File: config.mk
export PLATFORM = sky130hd
export DESIGN_NAME = operand_stack
export DESIGN_NICKNAME = d
export VERILOG_FILES = /design/src/rtl/operand_stack_pkg.sv /design/src/rtl/operand_stack.sv
export SDC_FILE = /design/constraint.sdc
export NUM_CORES = 1
export LEC_CHECK = 0
export CAP_MARGIN = 20
export CORE_MARGIN = 3
export CORE_UTILIZATION = 39
export CTS_CLUSTER_DIAMETER = 150
export CTS_CLUSTER_SIZE = 10
export DETAILED_ROUTE_END_ITERATION = 12
export HOLD_SLACK_MARGIN = 0.08
export PLACE_DENSITY_LB_ADDON = 0.08
export SYNTH_ARGS = -nofsm -noshare
export SYNTH_HDL_FRONTEND = slang
export SYNTH_SLANG_ARGS = --single-unit
export TNS_END_PERCENT = 20
File: constraint.sdc
create_clock -name clk -period 3.2 [get_ports clk]
set_input_delay 0.48 -clock clk [delete_from_list [all_inputs] [get_ports clk]]
set_output_delay 0.48 -clock clk [all_outputs]
set_load 0.01 [all_outputs]
File: src/rtl/operand_stack_pkg.sv
// Shared definitions for the operand stack: op codes, per-entry mux selects
// and the per-op legality helpers used by the stack decode.
package operand_stack_pkg;

    typedef enum logic [2:0] {
        STACK_OP_IDLE  = 3'b000,
        STACK_OP_PUSH  = 3'b001,
        STACK_OP_POP   = 3'b010,
        STACK_OP_SWAP  = 3'b011,
        STACK_OP_ROLL  = 3'b100,
        STACK_OP_ROLL2 = 3'b101,
        STACK_OP_DUP   = 3'b110,
        STACK_OP_CLEAR = 3'b111
    } stack_op_e;

    typedef enum logic [2:0] {
        SEL_HOLD,
        SEL_SHIFT_DOWN,
        SEL_SHIFT_UP,
        SEL_IN_WORD,
        SEL_ENTRY0,
        SEL_ENTRY1,
        SEL_ZERO
    } entry_sel_e;

    // Entries that must already be present for the op to be legal.
    function automatic logic [1:0] min_depth(input stack_op_e op);
        case (op)
            STACK_OP_POP,
            STACK_OP_ROLL,
            STACK_OP_DUP:   min_depth = 2'd1;
            STACK_OP_SWAP,
            STACK_OP_ROLL2: min_depth = 2'd2;
            default:        min_depth = 2'd0;
        endcase
    endfunction

    function automatic logic grows(input stack_op_e op);
        grows = (op == STACK_OP_PUSH) || (op == STACK_OP_DUP);
    endfunction

endpackage

File: src/rtl/operand_stack.sv
// Parametrised operand stack: DEPTH x WIDTH register array with per-entry
// next-value mux, occupancy counter and sticky overflow/underflow flags.
module operand_stack
    import operand_stack_pkg::*;
#(
    parameter int WIDTH           = 4,
    parameter int DEPTH           = 8,
    parameter int DISCARD_ON_FULL = 0
) (
    input  logic                       clk,
    input  logic                       rst,
    input  logic [2:0]                 op,
    input  logic [WIDTH-1:0]           in_word,
    input  logic                       clr_err,
    output logic [WIDTH-1:0]           top_word,
    output logic [WIDTH-1:0]           second_word,
    output logic [$clog2(DEPTH+1)-1:0] depth,
    output logic                       empty,
    output logic                       full,
    output logic                       overflow,
    output logic                       underflow
);

    localparam int DW = $clog2(DEPTH + 1);
    localparam logic [DW-1:0] DEPTH_CNT = DW'(DEPTH);
    localparam bit DISCARD = (DISCARD_ON_FULL != 0);

    logic [WIDTH-1:0] mem [DEPTH];
    logic [DW-1:0]    count;
    logic [DW-1:0]    count_nxt;
    logic             ovf_q;
    logic             unf_q;

    stack_op_e op_e;
    logic      is_full;
    logic      too_shallow;
    logic      no_room;
    logic      accept;

    // Single legality decode shared by the array, counter and flag updates.
    always_comb begin
        op_e        = stack_op_e'(op);
        is_full     = (count == DEPTH_CNT);
        too_shallow = (count < DW'(min_depth(op_e)));
        no_room     = grows(op_e) && is_full && !too_shallow;
        accept      = !too_shallow && !(no_room && !DISCARD);
    end

    for (genvar g = 0; g < DEPTH; g++) begin : g_entry
        logic [WIDTH-1:0] down_src;
        logic [WIDTH-1:0] up_src;
        logic [WIDTH-1:0] nxt;
        entry_sel_e       sel;

        if (g == 0) begin : g_first
            assign down_src = '0;
        end else begin : g_below
            assign down_src = mem[g-1];
        end

        if (g == DEPTH - 1) begin : g_last
            assign up_src = '0;
        end else begin : g_above
            assign up_src = mem[g+1];
        end

        always_comb begin
            sel = SEL_HOLD;
            if (accept) begin
                case (op_e)
                    STACK_OP_PUSH:  sel = (g == 0) ? SEL_IN_WORD : SEL_SHIFT_DOWN;
                    STACK_OP_POP:   sel = SEL_SHIFT_UP;
                    STACK_OP_SWAP:  sel = (g == 0) ? SEL_ENTRY1 :
                                          (g == 1) ? SEL_ENTRY0 : SEL_HOLD;
                    STACK_OP_ROLL:  sel = (g == 0) ? SEL_IN_WORD : SEL_HOLD;
                    // Dropping two and pushing one: entry 0 loads, the rest shift up by one.
                    STACK_OP_ROLL2: sel = (g == 0) ? SEL_IN_WORD : SEL_SHIFT_UP;
                    STACK_OP_DUP:   sel = (g == 0) ? SEL_HOLD : SEL_SHIFT_DOWN;
                    STACK_OP_CLEAR: sel = SEL_ZERO;
                    default:        sel = SEL_HOLD;
                endcase
            end
        end

        always_comb begin
            nxt = mem[g];
            case (sel)
                SEL_HOLD:       nxt = mem[g];
                SEL_SHIFT_DOWN: nxt = down_src;
                SEL_SHIFT_UP:   nxt = up_src;
                SEL_IN_WORD:    nxt = in_word;
                SEL_ENTRY0:     nxt = mem[0];
                SEL_ENTRY1:     nxt = mem[1];
                SEL_ZERO:       nxt = '0;
                default:        nxt = mem[g];
            endcase
        end

        always_ff @(posedge clk) begin
            if (rst) begin
                mem[g] <= '0;
            end else begin
                mem[g] <= nxt;
            end
        end
    end

    always_comb begin
        count_nxt = count;
        if (accept) begin
            case (op_e)
                STACK_OP_PUSH,
                STACK_OP_DUP:   if (!is_full) count_nxt = count + DW'(1);
                STACK_OP_POP,
                STACK_OP_ROLL2: count_nxt = count - DW'(1);
                STACK_OP_CLEAR: count_nxt = '0;
                default:        count_nxt = count;
            endcase
        end
    end

    always_ff @(posedge clk) begin
        if (rst) begin
            count <= '0;
        end else begin
            count <= count_nxt;
        end
    end

    // A new error outranks clr_err in the same cycle; CLEAR outranks both.
    always_ff @(posedge clk) begin
        if (rst || op_e == STACK_OP_CLEAR) begin
            ovf_q <= 1'b0;
            unf_q <= 1'b0;
        end else begin
            if (no_room) begin
                ovf_q <= 1'b1;
            end else if (clr_err) begin
                ovf_q <= 1'b0;
            end
            if (too_shallow) begin
                unf_q <= 1'b1;
            end else if (clr_err) begin
                unf_q <= 1'b0;
            end
        end
    end

    assign top_word    = mem[0];
    assign second_word = mem[1];
    assign depth       = count;
    assign empty       = (count == '0);
    assign full        = is_full;
    assign overflow    = ovf_q;
    assign underflow   = unf_q;

endmodule

======== Yosys cells after proc, flatten, opt, wreduce, memory -nomap -nowiden ========
Memories as Yosys holds them, arrays and structs flattened.
Index checks and enable logic that the tools add are counted.
storage, ports and cells
  flip-flop bits (word level) ............. 6
  bits in writable memories ............... 32
  memories kept ........................... 1
  word-level logic and storage cells ...... 93
  input port bits ......................... 10
cells by class
  add/subtract/negate cells ............... 2
  magnitude comparators ................... 1
  mux-type cells .......................... 31
  reduce and logical (&&, ||, !) cells .... 22
  bitwise logic cells ..................... 8
  equality and inequality tests ........... 25
memories
  memory  words  width  read ports  clocked after Yosys merged registers in  wr ports  RTL line             source
  mem     8      4      8           0                                        8         operand_stack.sv:28  logic [WIDTH-1:0] mem [DEPTH];
operators with widths
  operator                                          count
  case mux 4 bit (6 select lines)                   4
  case mux 4 bit (5 select lines)                   2
  2-to-1 mux 4 bit                                  9
  == test 3 bit, second input constant              11
  == test 3 x 2 -> 1 bit, second input constant     8
  case mux 3 bit (4 select lines)                   2
  case mux 4 bit (3 select lines)                   2
  case mux 4 bit (4 select lines)                   1
  OR reduction 2 bit                                8
  == test 3 x 1 -> 1 bit, second input constant     4
  2-to-1 mux 3 bit                                  3
  case mux 3 bit (3 select lines)                   1
  bitwise OR 1 bit                                  8
  2-to-1 mux 1 bit                                  6
  OR reduction 3 bit                                2
  adder 4 x 1 -> 4 bit, second input constant       1
  == test 4 bit, second input constant              1
  logical NOT 4 bit                                 1
  < comparator 4 x 2 -> 1 bit                       1
  case mux 2 bit (2 select lines)                   1
  nonzero test 2 bit                                2
  subtractor 4 x 1 -> 4 bit, second input constant  1
  logical AND 1 bit                                 3
  AND reduction 3 bit                               1
  4 further kinds                                   6

======== Logic depth before layout (Yosys ltp) ========
  depth in word-level cells ............... 13
  depth in mapped cells ................... 13
  gate-level depth less buffers ........... 11

======== Worst setup path after synthesis ========
No wires, ideal clock.
  path type ............................... input port to flip-flop
  from .................................... in op[1]
  to ...................................... mem mem[0][0]
  arrival time ............................ 2851 ps
  slack ................................... 279 ps
  cell stages on the path ................. 11
  setup time .............................. 70 ps
  buffers on the path ..................... 2
  cells stage by stage .................... buf_2 -> buf_1 -> xor2_1 -> nand2_1 -> ha_1 -> nor3_2 -> nand2_1 -> and2_1 -> ha_1 -> nor3_1 -> o2bb2ai_1
RTL lines
  item             RTL line             source
  start, declared  operand_stack.sv:12  input logic [2:0] op,
  end, declared    operand_stack.sv:28

==> reports/metrics.cfg <==
[layout]
finalInstanceArea_um2 = 2566
area_growth_pct = 18.76
instances_no_fill = 342
num_antenna_cells = 0
fin_util = 0.4900
final_nets = 288
fillerInstances = 535
drive_above_1_share = 0.1213

[placed_design]
portBuffers = 25
pre_cts_slack_ns = 0.1474
post-dp-hpwl_um = 3520
dpl.cell_count = 334
placed_area_um2 = 2471
gp_congestion = 0.7531

[timing]
fin_crit_ns = 2.758
setup_violations = 0
final.setup_skew_ns = 0.005923
final_hold_viol_count = 0
finalSetupTns_ns = 0
relSlewSlack = 0.5203
holdWs_ns = 0.4800
post-route-period-util = 0.8618
worst_pin_slew_ns = 0.7196
maxSlewViolCount = 0
fin_ws_ns = 0.4422
rsz0062_at_grt = false
max_clock_freq_ghz = 0.3626

[setup_path]
endpoint_kind = register
worstPathMaxFanout = 8
rr_worst_depth = 9
cp.required_ns = 3.42
rrSetupSlack_ns = 0.59
r2r-start = depth[0]$_SDFFE_PP0P_
rr_endpoint = mem[0][3]$_SDFFE_PP0P_
crit_type = in -> reg
crit_slowest_cell = clkdlybuf4s50_1
setup.worst_path.start_class = primary input
cp_cell_sequence = clkdlybuf4s50_1 -> xor2_1 -> nand2_1 -> ha_1 -> o31ai_4 -> nand2_1 -> and2_1 -> ha_1 -> nor3_1 -> o2bb2ai_1
critPathMaxStageDelay_ns = 0.52
cp-startpoint = op[1]
cp.arrival_ns = 2.98

[pwr]
p_sw_mw = 0.5426
p_leak_nw = 0.9285
intPower_mw = 0.9554
power_frac_seq = 0.413
combPwrFrac = 0.352
peakVddDrop_mv = 0.4137
swShare = 0.3622
pwr-share-clk = 0.235
p_per_area_nw_per_um2 = 583.7
finalPower_mw = 1.498

[min_path]
hold_path_class = reg -> reg
holdCritStartpoint = mem[1][14]$_SDFFE_PP0P_
hold-path-cell-count = 2
min_to = mem[1][10]$_SDFFE_PP0P_

[floorplan]
row_count = 26
dieWidth_um = 80.44
dieArea_um2 = 6470
start_util = 0.4126
die-height_um = 80.44
core_area_um2 = 5238
ioPinCount = 26

[synth]
synth_area_um2 = 2161
synth-compound-area-share = 0.3063
synth_area_leader_cell = dfxtp_1
synth_top_family_by_area = compound AO/OA/AOI/OAI gates
synthTopCellsByCount = 38 x dfxtp_1, 29 x nand2_1, 29 x nor2_1
synthAdderAreaFrac = 0.04401
ys_warn_count = 0
ys.flop_type = dfxtp_1
synthSimpleGateAreaFrac = 0.1766
yosys.area_share.xor_xnor = 0.01216
ys_seq_area_frac = 0.3521
async_reset_ff_frac = 0
synth_edf_count = 0
syn-mean-instance-area_um2 = 8.820
synth.top_cell.area_share = 0.3521
synthMuxAreaShare = 0.04169
synth_nets = 262
yosysMostFrequentCell = dfxtp_1
ys_types = 48
syn_inst = 245
yosys-top-cells-area = dfxtp_1 35%, a311oi_1 6.5%, nand2_1 5.0%, nor2_1 5.0%, mux2i_1 4.2%
synth-seq-cells = 38

[clock_network]
insertion_delay_ns = 0.29
cts_setup_buffers = 0
clk_path_buf_depth = 2
clock_sinks = 38
cts_tree = done
cts_buffers = 5
cts_resized = 0
cts-root-buf = clkbuf_8
hold_buffers = 0
cts_htree_levels = 2
clk_pin_slew_worst_paths_ns = 0.08

[detailed_routing]
post_drt_via_cell_ratio = 5.635
drtIter0Drc = 160
drc = 0
route.vias.total = 1927
wire_per_inst_um = 15.13
dr.pass1.iters = 4
drt-total-wl_um = 5175
antenna_left = 0

[global_route]
grt_pass1_wl_um = 8838
grt_pass1_vias = 1808
grt_max_degree = 36
grt_overflow = 0
antenna_found_initial = 0
grt_use_total = 0.1727

[outcome]
outcome = completed

[job]
maxCapViolCount = 0

-- worst max-delay path, delay by kind of cell --
family / cells / cell delay [ns]
AOI/OAI and AO/OA: 2 / 0.31
adders and majority gates: 2 / 0.65
buffers and inverters: 1 / 0.52
xor gates and xnor gates: 1 / 0.16
and+or+nand+nor: 4 / 0.87
-- state kept, by name (all words and copies together) (netlist names) --
register / cells
mem: 32
depth: 4
overflow: 1
underflow: 1
-- how the worst max path moves through the flow --
stage	endpoint	slack, ns	cells past startpoint
6_report	mem[0][0]$_SDFFE_PP0P_	0.44	10
5_1_grt	mem[0][1]$_SDFFE_PP0P_	0.25	12
4_1_cts	full	0.44	3
3_5_place_dp	mem[0][0]$_SDFFE_PP0P_	0.15	10
3_3_place_gp	mem[0][0]$_SDFFE_PP0P_	0.20	10
2_1_floorplan	mem[0][0]$_SDFFE_PP0P_	0.28	11
-- layout by cell type, fill, tap and decap left out, drive strengths merged, types with 7 or more instances in the layout --
master	netlist	layout
nand2	29	29
dfxtp	38	38
nor2	29	29
nor3	7	7
a311oi	16	16
o2bb2ai	8	8
o21ai	23	23
a21oi	10	10
clkdlybuf4s50	0	25
mux2i	9	9
buf	13	12
-- power by group through the flow --
stage	logic (mW)	clock network, mW	registers [mW]
floorplan	0.393	0	0.618
global placement	0.524	0	0.630
detailed placement	0.529	0	0.630
CTS	0.531	0.364	0.619
global route	0.585	0.387	0.630
finish	0.528	0.352	0.618
-- final cells by class --
cell class,count,area (µm²),share of cell area
Multi-Input combinational cell,183,1255,0.4890
Clock buffer,6,82.58,0.03218
Clock inverter,2,12.51,0.004876
Timing Repair Buffer,37,340.3,0.1326
Inverter,6,27.53,0.01073
Sequential cell,38,760.7,0.2964
Tap cell,70,87.58,0.03413
-- layer usage --
metal | global-route usage | up-vias | part of all wire
li1 | - | 954 | -
met1 | 0.2380 | 933 | 0.50
met2 | 0.2682 | 38 | 0.46
met3 | 0.03251 | 2 | 0.037
met4 | 0.06081 | 0 | 0.0064
met5 | 0 | - | 0
-- logic make-up (layout without fill, tap and decap cells) --
kind of cell,after synthesis,count (layout)
buffers and inverters,24,51
AND/OR/NAND/NOR,82,82
flip-flops,38,38
multiplexers,9,9
adder cells (fa/ha/maj),7,7
AO/OA/AOI/OAI,82,82
XOR/XNOR,3,3
No activity file was read; power rests on OpenSTA's default activity.
